### src/rtl/spi_slave_if.sv
// Bus bundle between an SPI master and spi_slave: SS/SCLK/MOSI/MISO pins plus host-side DATAI/WR/BUSY/DATAO/VALID.
// The slave modport is the peripheral's view; the master modport drives pins and host strobes.
interface spi_slave_if #(
  parameter int N = 8
);
  logic         SS;
  logic         SCLK;
  logic         MOSI;
  logic         MISO;
  logic [N-1:0] DATAI;
  logic         WR;
  logic         BUSY;
  logic [N-1:0] DATAO;
  logic         VALID;

  modport slave (
    input  SS, SCLK, MOSI, DATAI, WR,
    output MISO, BUSY, DATAO, VALID
  );

  modport master (
    output SS, SCLK, MOSI, DATAI, WR,
    input  MISO, BUSY, DATAO, VALID
  );
endinterface

### src/rtl/spi_slave.sv
// SPI slave oversampled in CLOCK: 2-flop pin sync, sample/shift act 3 CLOCKs after the pin edge; VALID pulses once per word.
// Host backpressure via BUSY: one-deep TX buffer, WR ignored while BUSY=1; no backpressure on the serial side.
module spi_slave #(
  parameter int N    = 8,
  parameter bit CPOL = 1'b0,
  parameter bit CPHA = 1'b0
) (
  input  logic       CLOCK,
  input  logic       RESET_N,
  spi_slave_if.slave bus
);

  localparam int CW = (N > 1) ? $clog2(N) : 1;

  typedef enum logic {
    IDLE  = 1'b0,
    SHIFT = 1'b1
  } state_t;

  state_t       state_q,     state_d;
  logic [2:0]   ss_sync_q,   ss_sync_d;
  logic [2:0]   sclk_sync_q, sclk_sync_d;
  logic [1:0]   mosi_sync_q, mosi_sync_d;
  logic [CW-1:0] cnt_q,      cnt_d;
  logic [N-1:0] rx_q,        rx_d;
  logic [N-1:0] tx_q,        tx_d;
  logic [N-1:0] buf_q,       buf_d;
  logic         busy_q,      busy_d;
  logic [N-1:0] datao_q,     datao_d;
  logic         valid_q,     valid_d;
  logic         skip_q,      skip_d;

  logic         ss_fall;
  logic         ss_rise;
  logic         lead_evt;
  logic         trail_evt;
  logic         sample_evt;
  logic         shift_evt;
  logic [N-1:0] rx_next;
  logic [N-1:0] tx_fill;

  // Edges come from synchroniser stages 2 and 3 (bits 1 and 2).
  assign ss_fall    = ~ss_sync_q[1] &  ss_sync_q[2];
  assign ss_rise    =  ss_sync_q[1] & ~ss_sync_q[2];
  assign lead_evt   = (sclk_sync_q[1] != CPOL) && (sclk_sync_q[2] == CPOL);
  assign trail_evt  = (sclk_sync_q[1] == CPOL) && (sclk_sync_q[2] != CPOL);
  assign sample_evt = CPHA ? trail_evt : lead_evt;
  assign shift_evt  = CPHA ? lead_evt  : trail_evt;
  assign rx_next    = {rx_q[N-2:0], mosi_sync_q[1]};
  assign tx_fill    = busy_q ? buf_q : '0;

  always_comb begin
    state_d     = state_q;
    ss_sync_d   = {ss_sync_q[1:0], bus.SS};
    sclk_sync_d = {sclk_sync_q[1:0], bus.SCLK};
    mosi_sync_d = {mosi_sync_q[0], bus.MOSI};
    cnt_d       = cnt_q;
    rx_d        = rx_q;
    tx_d        = tx_q;
    buf_d       = buf_q;
    busy_d      = busy_q;
    datao_d     = datao_q;
    valid_d     = 1'b0;
    skip_d      = skip_q;

    if (bus.WR && !busy_q) begin
      buf_d  = bus.DATAI;
      busy_d = 1'b1;
    end

    unique case (state_q)
      IDLE: begin
        cnt_d  = '0;
        skip_d = CPHA;
        if (ss_fall) begin
          state_d = SHIFT;
          tx_d    = tx_fill;
          if (busy_q) busy_d = 1'b0;
        end
      end

      SHIFT: begin
        if (ss_rise) begin
          state_d = IDLE;
          cnt_d   = '0;
        end else if (sample_evt) begin
          rx_d = rx_next;
          if (cnt_q == CW'(N - 1)) begin
            cnt_d   = '0;
            datao_d = rx_next;
            valid_d = 1'b1;
            tx_d    = tx_fill;
            // The next shift edge belongs to the word just finished (CPHA=0) or must present the new MSB (CPHA=1).
            skip_d  = 1'b1;
            if (busy_q) busy_d = 1'b0;
          end else begin
            cnt_d = cnt_q + CW'(1);
          end
        end else if (shift_evt) begin
          if (skip_q) skip_d = 1'b0;
          else        tx_d   = {tx_q[N-2:0], 1'b0};
        end
      end

      default: state_d = IDLE;
    endcase
  end

  always_ff @(posedge CLOCK or negedge RESET_N) begin
    if (!RESET_N) begin
      state_q     <= IDLE;
      ss_sync_q   <= 3'b111;
      sclk_sync_q <= {3{CPOL}};
      mosi_sync_q <= 2'b00;
      cnt_q       <= '0;
      rx_q        <= '0;
      tx_q        <= '0;
      buf_q       <= '0;
      busy_q      <= 1'b0;
      datao_q     <= '0;
      valid_q     <= 1'b0;
      skip_q      <= 1'b0;
    end else begin
      state_q     <= state_d;
      ss_sync_q   <= ss_sync_d;
      sclk_sync_q <= sclk_sync_d;
      mosi_sync_q <= mosi_sync_d;
      cnt_q       <= cnt_d;
      rx_q        <= rx_d;
      tx_q        <= tx_d;
      buf_q       <= buf_d;
      busy_q      <= busy_d;
      datao_q     <= datao_d;
      valid_q     <= valid_d;
      skip_q      <= skip_d;
    end
  end

  assign bus.MISO  = (state_q == SHIFT) ? tx_q[N-1] : 1'b0;
  assign bus.BUSY  = busy_q;
  assign bus.DATAO = datao_q;
  assign bus.VALID = valid_q;

endmodule

### src/flat_wrapper.sv
// flat-port wrapper written by rule: the top's interface ports become plain ports
module spi_slave_flat 
#(
  parameter int N    = 8,
  parameter bit CPOL = 1'b0,
  parameter bit CPHA = 1'b0
)
  (CLOCK, RESET_N, bus_SS, bus_SCLK, bus_MOSI, bus_DATAI, bus_WR, bus_MISO, bus_BUSY, bus_DATAO, bus_VALID);
  spi_slave_if #(.N(N)) bus_i ();
  input  logic CLOCK;
  input  logic RESET_N;
  input wire logic [$bits(bus_i.SS)-1:0] bus_SS;
  input wire logic [$bits(bus_i.SCLK)-1:0] bus_SCLK;
  input wire logic [$bits(bus_i.MOSI)-1:0] bus_MOSI;
  input wire logic [$bits(bus_i.DATAI)-1:0] bus_DATAI;
  input wire logic [$bits(bus_i.WR)-1:0] bus_WR;
  output wire logic [$bits(bus_i.MISO)-1:0] bus_MISO;
  output wire logic [$bits(bus_i.BUSY)-1:0] bus_BUSY;
  output wire logic [$bits(bus_i.DATAO)-1:0] bus_DATAO;
  output wire logic [$bits(bus_i.VALID)-1:0] bus_VALID;
  assign bus_i.SS = bus_SS;
  assign bus_i.SCLK = bus_SCLK;
  assign bus_i.MOSI = bus_MOSI;
  assign bus_i.DATAI = bus_DATAI;
  assign bus_i.WR = bus_WR;
  assign bus_MISO = bus_i.MISO;
  assign bus_BUSY = bus_i.BUSY;
  assign bus_DATAO = bus_i.DATAO;
  assign bus_VALID = bus_i.VALID;
  spi_slave #(.N(N), .CPOL(CPOL), .CPHA(CPHA)) u_core (.CLOCK(CLOCK), .RESET_N(RESET_N), .bus(bus_i));
endmodule
### config.mk
export PLATFORM = sky130hd
export DESIGN_NAME = spi_slave_flat
export DESIGN_NICKNAME = d
export VERILOG_FILES = /design/src/rtl/spi_slave_if.sv /design/src/rtl/spi_slave.sv /design/src/flat_wrapper.sv
export SDC_FILE = /design/constraint.sdc
export NUM_CORES = 1
export LEC_CHECK = 0
export BUFFER_PORTS_ARGS = -buffer_cell sky130_fd_sc_hd__clkbuf_2
export CAP_MARGIN = 20
export CORE_ASPECT_RATIO = 0.7
export CORE_MARGIN = 2
export CORE_UTILIZATION = 50
export CTS_CLUSTER_SIZE = 10
export DETAILED_ROUTE_END_ITERATION = 10
export HOLD_SLACK_MARGIN = 0.08
export PLACE_DENSITY_LB_ADDON = 0.3
export SYNTH_ARGS = -nofsm -noshare
export SYNTH_HDL_FRONTEND = slang
export SYNTH_SLANG_ARGS = --single-unit
### constraint.sdc
create_clock -name CLOCK -period 2.2 [get_ports CLOCK]
set_clock_uncertainty 0.05 [all_clocks]
set_input_delay 0.33 -clock CLOCK [delete_from_list [all_inputs] [get_ports CLOCK]]
set_output_delay 0.33 -clock CLOCK [all_outputs]
set_load 0.01 [all_outputs]
# --- Word-level counts from Yosys, hierarchy flattened ---
# Cells that the tools add are included.
totals:
  wordCells: 68
  register_bits: 46
op_classes:
  mux: 32
  n_reduce_logical: 8
  n_bitwise: 8
  n_eq_ne: 7
  addsub: 1
ops:
  columns: ["operator", "n"]
  rows:
  - ["$mux W8", 7]
  - ["$mux W1", 17]
  - ["$pmux W8 S2", 1]
  - ["$ne A3 B3 Y1 const B", 4]
  - ["$mux W3", 3]
  - ["$not A1 Y1", 6]
  - ["$pmux W1 S2", 3]
  - ["$pmux W3 S2", 1]
  - ["$reduce_and A3 Y1", 2]
  - ["$reduce_and A5 Y1", 1]
  - ["$reduce_and A4 Y1", 1]
  - ["$add A3 B1 Y3 const B", 1]
  - ["$eq A3 B3 Y1 const B", 1]
  - ["$logic_and A1 B1 Y1", 3]
  - ["$and A1 B1 Y1", 2]
  - ["$ne A2 B1 Y1 const B", 1]
  - ["$ne A2 B2 Y1 const B", 1]
  - ["$logic_not A1 Y1", 1]

# --- Logic depth before layout (Yosys ltp) ---
# Gate-level depths: netlist of run 1.
logic_depth:
  depth_word: 8
  ltp_mapped: 8
  depth_no_buf: 6

# --- Least setup slack after synthesis of run 1 ---
# OpenSTA, ideal clock, no wires.
synth_timing:
  path_kind: "register to register"
  from: "register u_core.sclk_sync_q[1]"
  to: "register u_core.tx_q[0]"
  n_path_buf: 1
  path_stages_with_launch: 7
  period_less_slack_ps: 1624
  setup_slack_ps: 576
  setup_time_ps: 125
  t_arrival_ps: 1450
  cell_sequence: "dfrtp_1 > ha_1 > buf_6 > nor2_1 > a21oi_2 > o22ai_4 > mux2_2"
synth_between:
  elab_chain_cells: 4
  word_cells_on_any_way: 10
  classes_between: "3 x eq/ne; 3 x mux; 1 x bitwise; 3 x reduce/logical"
synth_lines:
  columns: ["element", "line_no", "source"]
  rows:
  - ["start: declaration", "spi_slave.sv:22", "logic [2:0] sclk_sync_q, sclk_sync_d;"]
  - ["start signal: assignment", "spi_slave.sv:113", "sclk_sync_q <= {3{CPOL}};"]
  - ["start signal: assignment", "spi_slave.sv:126", "sclk_sync_q <= sclk_sync_d;"]
  - ["$logic_and A1 B1 Y1 / $not A1 Y1 (equally long branches)", "spi_slave.sv:45, spi_slave.sv:46", null]
  - ["$mux W8 / $logic_and A1 B1 Y1 (equally long branches)", "spi_slave.sv:86, spi_slave.sv:46", null]
  - ["$mux W8 / $ne A3 B3 Y1 (equally long branches)", null, null]
  - ["$pmux W8 S2 / $reduce_and A5 Y1 (equally long branches)", null, null]
  - ["end signal: assignment", "spi_slave.sv:130", "tx_q <= tx_d;"]
  - ["end: declaration", "spi_slave.sv:26", "logic [N-1:0] tx_q, tx_d;"]
# Parallel ways exist; a longest one is shown, timed or not. The select of a mux whose other input is x is not followed.
# A chain may end at the register's enable or synchronous reset.

# --- Worst setup path after layout of run 1 ---
layout_timing:
  from: "register u_core.sclk_sync_q[1]"
  to: "register u_core.tx_q[4]"
# The elaborated chain is that of the path after synthesis.

==> summary.md, run 1 <==
| Metric | Value |
|---|---|
| Layout area overhead | 17.42% |
| CP Capture Type | flop |
| Worst vdd ir | 0.0006470 V |
| Root buffer cell | clkbuf_8 |
| Nets@finish | 188 |
| Worst hold path class | primary input to flop |
| Core Area | roughly 3600 um2 |
| Biggest area consumer among synthesized cells | dfrtp_1 |
| Start point of the critical path | u_core.sclk_sync_q[1]$_DFF_PN0_ |
| Synthesized Nets | 157 |
| Share of the synthesized area in the top cell type | 57.18% |
| Largest net degree at the start of global routing | 25 |
| First-pass detailed-route iteration total | 4 |
| Final min period | ~1800 ps |
| H-tree depth | 2 |
| Final hold violation count | 0 |
| M3 GR Usage | under 10% |
| # hold bufs at CTS | 3 |
| Clock buffer count from CTS | 5 |
| Max_slew headroom | 62.89% |
| Vias per cell | around 5 |
| Clock network latency to the later pin of the worst-skew pair | roughly 290 ps |
| WP data required | about 2300 ps |
| Syn Inst Count | approximately 140 |
| First-pass GRT wire length | 5457 um |
| Synth cell types | 25 |
| Met1 usage | a little under a quarter |
| Total routed wirelength | roughly 3200 um |
| Setup crit end | u_core.tx_q[4]$_DFFE_PN0P_ |
| Worst-path clk slew | approximately 80 ps |
| Antenna-violating nets left | 0 |
| Via count | 1104 |
| Synth Area per Inst | ~14 um2 |
| Setup bufs post-CTS | 0 |
| Vias in the first global route | approximately 1100 |
| FP Rows | 18 |
| CTS tree | yes |
| Starting Density | between 50% and 60% |
| Final Max Slew Viols | 0 |
| Fmax achieved | 546.2 MHz |
| Run status | finished clean |
| CTS sink cnt | 46 |
| Met2 usage | about a quarter |
| Reg2reg path depth | 5 |
| #FFs+latches synth | 46 |
| Crit Path Class | flop to flop |
| Layout cell share with drive strength beyond 1 | 42.69% |
| Post-Synthesis Cell Area | around 1900 um2 |
| Port bufs | 24 |
| Total grt overflow | 0 |
| Gpl congestion | around 0.77 |
| N_diodes | 0 |
| I/O pin count | 25 |
| WP data arrival | between 1500 and 2000 ps |
| Drt drc | 0 |
| GRT Total Usage | about 17% |
| Die Span X | roughly 77 um |
| Worst flop-to-flop path startpoint | u_core.sclk_sync_q[1]$_DFF_PN0_ |
| Grt peak-use layer | met2 |
| Reg-to-reg slack, setup | ~370 ps |
| Leak | ~1.1 nW |
| Number of DRC markers in iteration 0 | roughly 80 |
| Core Util, Final | roughly 62% |
| Worst reg2reg endpoint | u_core.tx_q[4]$_DFFE_PN0P_ |
| DIE HEIGHT | roughly 55 um |
| Seq/Total Area, Yosys | approximately three fifths |
| CP startpoint kind | flop |
| CTS-repair resized insts | 0 |
| Die area | between 4000 and 5000 um2 |
| Maximum clock insertion buffer count | 2 |
| Initial antenna violation count | 0 |
| Hpwl dp | ~2400 um |
| Worst-margin pin slew | ~560 ps |
| CP Max Fanout | 10 |
| Final setup vio count | 0 |
| RSZ-0062 raised after global routing | false |
| Max cap viols | 0 |
| Synth warn | 0 |
| Drt wl/cell | roughly 14 um |
| Pwr Density | approximately 1000 nW/um2 |
| Total negative slack | 0 ps |
| Synth area leaders | dfrtp_1 57%, mux2_2 19%, dfstp_2 4.2% |
| Final Cycle Share | between 80% and 90% |
worst min path at each step:
| stage | slack [ps] | to | cells past startpoint | startpoint |
|---|---|---|---|---|
| 6_report | 220 | u_core.buf_q[2]$_DFFE_PN0P_ | 2 | bus_DATAI[2] |
| 3_3_place_gp | 290 | u_core.bus.DATAO[3]$_DFFE_PN0P_ | 1 | RESET_N |
| 4_1_cts | 90 | u_core.sclk_sync_q[0]$_DFF_PN0_ | 1 | bus_SCLK |
| 2_1_floorplan | -20 | u_core.buf_q[0]$_DFFE_PN0P_ | 0 | RESET_N |
| 3_5_place_dp | 290 | u_core.bus.DATAO[3]$_DFFE_PN0P_ | 1 | RESET_N |
| 5_1_grt | 210 | u_core.buf_q[2]$_DFFE_PN0P_ | 2 | bus_DATAI[2] |
kinds of logic after synthesis:
| logic type | count (synthesis) | synth area share, % |
|---|---|---|
| AO/OA/AOI/OAI | 6 | 2.793 |
| adder cells (fa/ha/maj) | 4 | 2.660 |
| buffers and inverters | 9 | 2.459 |
| flip-flops | 46 | 61.37 |
| multiplexers | 34 | 20.15 |
| AND/OR/NAND/NOR | 40 | 10.57 |
cell usage after synthesis:
master and instances:
buf_6 1, nor2_1 6, nand3_1 7, o22ai_4 1, mux2i_1 3, clkbuf_2 1
dfrtp_1 43, and3_1 1, nand2_1 17, ha_1 4, buf_2 3, o21ai_0 2
or2b_1 1, clkbuf_1 1, o21bai_1 1, nor2b_1 2, and2_1 1, nand2b_1 2
dfstp_2 3, mux2_2 31, a31oi_1 1, nand4_2 1, nand3_2 2, inv_1 3
a21oi_2 1
layout make-up:
type | count | area (um2)
multi-input combinational | 84 | 680.7
timing repair buffer | 30 | 187.7
inverter | 3 | 11.26
sequential | 46 | 1155
tap | 50 | 62.56
clock inverter | 3 | 43.79
clock buffer | 5 | 68.82
fill | 286 | 1349
registers in the layout, indices dropped and copies added, names as in the netlist:
signal              count
u_core.buf_q            8
u_core.bus.DATAO        8
u_core.tx_q             8
u_core.rx_q             7
u_core.cnt_q            3
u_core.sclk_sync_q      3
u_core.ss_sync_q        3
u_core.mosi_sync_q      2
u_core.bus.BUSY         1
u_core.bus.VALID        1
u_core.skip_q           1
u_core.state_q          1
layout by cell type, fill, tap and decap left out, types with 4 or more instances in the layout:
| master | count |
|---|---|
| mux2_2 | 31 |
| dlygate4sd3_1 | 4 |
| nor2_1 | 6 |
| nand2_1 | 17 |
| nand3_1 | 7 |
| dfrtp_1 | 43 |
| clkbuf_2 | 24 |
| clkbuf_8 | 5 |
| ha_1 | 4 |
report_power, final:
group / switching (mW) / leakage [nW] / internal, mW
clock: 0.279 / 0.0585 / 0.340
combinational: 0.185 / 0.476 / 0.262
sequential: 0.157 / 0.578 / 1.07
total: 0.621 / 1.11 / 1.67
worst max-delay path: stages, from the launching register on:
cell	delay, ps
dfrtp_1	390
ha_1	360
nor2_1	190
a21oi_2	60
o22ai_4	280
mux2_2	390
routing by layer:
layer | vias up | part of all wire (%)
li1 | 533 | -
met1 | 553 | 47
met2 | 16 | 50
met3 | 2 | 2.9
met4 | 0 | 0.44
met5 | - | 0
stage by stage:
step | worst slack, ps | std cells | power (mW) | cell area, um2 | hold WS [ps]
final | 369.3 | 221 | 2.292 | 2210 | 218.3
after floorplan | 575.7 | 139 | 1.535 | 1882 | -15.59
after CTS | 365.5 | 220 | 2.310 | 2200 | 85.57
after detailed placement | 384.3 | 209 | 1.686 | 2057 | 288.0
after global routing | 253.3 | 221 | 2.428 | 2210 | 210.9
after global placement | 454.9 | 209 | 1.636 | 2057 | 286.7
Power figures use the tool's default switching activity.
==> run 2, diff against run 1 <==
==> constraint.sdc (replaced) <==
create_clock -name CLOCK -period 1.6 [get_ports CLOCK]
set_clock_uncertainty 0.05 [all_clocks]
set_input_delay 0.24 -clock CLOCK [delete_from_list [all_inputs] [get_ports CLOCK]]
set_output_delay 0.24 -clock CLOCK [all_outputs]
set_load 0.01 [all_outputs]
==> summary.md, run 2 (synthesized netlist as in run 1, its figures left out) <==
| Metric | Value |
|---|---|
| Run status | finished, violations left |
| Failing checks | setup timing |
| Clock buffer count from CTS | 5 |
| Worst vdd ir | around 0.001 V |
| First-pass GRT wire length | ~5400 um |
| Layout area overhead | 26.20% |
| CP startpoint kind | flop |
| Total grt overflow | 0 |
| Via count | approximately 1200 |
| Drt drc | 0 |
| Final Max Slew Viols | 0 |
| Int Power | between 2 and 2.5 mW |
| CTS sink cnt | 46 |
| Crit Path Class | flop to flop |
| WHS Path Cells | 2 |
| Worst hold path class | primary input to flop |
| Slowest Stage Delay on Critical Path | about 540 ps |
| GRT Total Usage | roughly 17% |
| Vias per cell | 5.047 |
| Largest net degree at the start of global routing | 47 |
| Die Span X | 77.33 um |
| RSZ-0062 raised after global routing | true |
| Starting Density | a little over half |
| Antenna-violating nets left | 0 |
| Reg2reg path depth | 4 |
| Port bufs | 24 |
| First-pass detailed-route iteration total | 4 |
| Gpl congestion | 0.7872 |
| Initial antenna violation count | 0 |
| Pwr Density | about 1300 nW/um2 |
| Leak | between 1 and 1.5 nW |
| Number of DRC markers in iteration 0 | just under 70 |
| Drt wl/cell | 14.38 um |
| Layout Cells excl Fill | 232 |
| Final WS setup | -16.73 ps |
| Final setup vio count | 8 |
| CP Max Fanout | 8 |
| Total routed wirelength | approximately 3300 um |
| Total negative slack | -89.99 ps |
| Commonest non-fill, non-tap cell in the layout | dfrtp_1 |
| Final hold violation count | 0 |
| DIE HEIGHT | ~55 um |
| Max_slew headroom | a little over three fifths |
| Number of fill cells | around 260 |
| Die area | ~4300 um2 |
| Critical-path top delay cell | dfstp_2 |
| Final Cycle Share | 101.0% |
| WP data required | about 1700 ps |
| I/O pin count | 25 |
| Core Area | 3558 um2 |
| Most frequent cells in the layout | 43 x dfrtp_1, 24 x clkbuf_2, 23 x mux2_2 |
| Final min period | about 1600 ps |
| Hpwl dp | approximately 2200 um |
| CTS tree | yes |
| Worst-margin pin slew | between 500 and 600 ps |
| Max cap viols | 0 |
| CP Capture Type | flop |
| Vias in the first global route | 1165 |
| FP Rows | 18 |
| WP data arrival | ~1800 ps |
| Dpl cells | approximately 220 |
| Clock network latency to the later pin of the worst-skew pair | ~300 ps |
| N_diodes | 0 |
| Root buffer cell | clkbuf_8 |
| Clk pwr share | ~22% |
| Sw Ratio | between 20 and 30% |
| Layout cell share with drive strength beyond 1 | ~50% |
| Maximum clock insertion buffer count | 2 |
| Switching power | ~0.90 mW |
| Combinational power share | about a quarter |
| Fmax achieved | between 600 and 700 MHz |
| Nets@finish | 199 |
| Sequential power share | 53.1% |
| H-tree depth | 2 |
| Crit path cell chain | or2b_4, o22ai_4, buf_12, mux2_4 |
| Worst-path clk slew | 90 ps |
==> run 2: cell count changes in the layout (fill, tap and decap cells not counted), moves of 3 or more <==
cell	previous run	this run
buf_4	1	12
mux2_2	31	23
mux2_4	0	8
ha_1	4	1
ha_4	0	3
==> run 2: through the flow <==
step	hold WS (ps)	area, um2	utilization, %	total power, mW	setup slack, ps
final	116.6	2375	66.74	3.143	-16.73
after global routing	113.4	2375	66.74	3.330	-57.65
after CTS	118.0	2296	64.52	3.065	-49.18
after detailed placement	288.0	2105	59.14	2.336	-136.7
after global placement	281.2	2105	59.14	2.287	-115.0
after floorplan	-105.6	1884	-	2.111	-0.8301
==> run 2: worst max-delay path: cells and delay by family (launching register included) <==
family,cells,cell delay (ps)
flops,1,540
compound gates,1,170
buf+inv,1,160
simple gates,1,280
mux,1,300
==> run 2: repair_timing <==
item | 4_1_cts | 5_1_grt
setup buffers | 2 | 9
gates cloned | 0 | 0
endpoints found under the hold margin | 46 | 0
pin swaps | 2 | 2
gates resized for setup | 8 | 13
hold buffers | 4 | 0
setup endpoints to repair | 16 | 15
==> run 2: final timing paths <==
kind | start | end | slack (ps)
max reg2reg | u_core.ss_sync_q[2]$_DFF_PN1_ | u_core.tx_q[5]$_DFFE_PN0P_ | -20
max | u_core.ss_sync_q[2]$_DFF_PN1_ | u_core.tx_q[5]$_DFFE_PN0P_ | -20
min in group asynchronous | RESET_N | u_core.rx_q[3]$_DFFE_PN0P_ | 490
min | bus_DATAI[4] | u_core.buf_q[4]$_DFFE_PN0P_ | 120
min reg2reg | u_core.sclk_sync_q[0]$_DFF_PN0_ | u_core.sclk_sync_q[1]$_DFF_PN0_ | 310
max in group asynchronous | RESET_N | u_core.cnt_q[1]$_DFFE_PN0P_ | 620
==> run 2: layer usage <==
layer,routed length [um],GRT usage [%],share of wire [%],vias to the layer above
met2,1527,24.35,46,28
li1,-,-,-,558
met3,143,4.412,4.3,8
met1,1624,24.10,49,577
met4,41,5.357,1.2,0
met5,0,0,0,-
==> run 2: cell type report <==
cell class,instances,area (um2),area share (%)
clock buffer,5,68.82,2.898
clock inverter,3,21.27,0.8957
inverter,3,11.26,0.4742
multi-input combinational,84,785.8,33.09
sequential,46,1155,48.63
tap,50,62.56,2.634
timing repair buffer,41,270.3,11.38
==> run 2: power groups by stage <==
stage	registers, mW	logic (mW)	clock network [mW]
3_5_place_dp	1.68	0.657	0
6_report	1.67	0.776	0.697
3_3_place_gp	1.66	0.629	0
5_1_grt	1.71	0.859	0.760
2_1_floorplan	1.61	0.505	0
4_1_cts	1.66	0.703	0.705
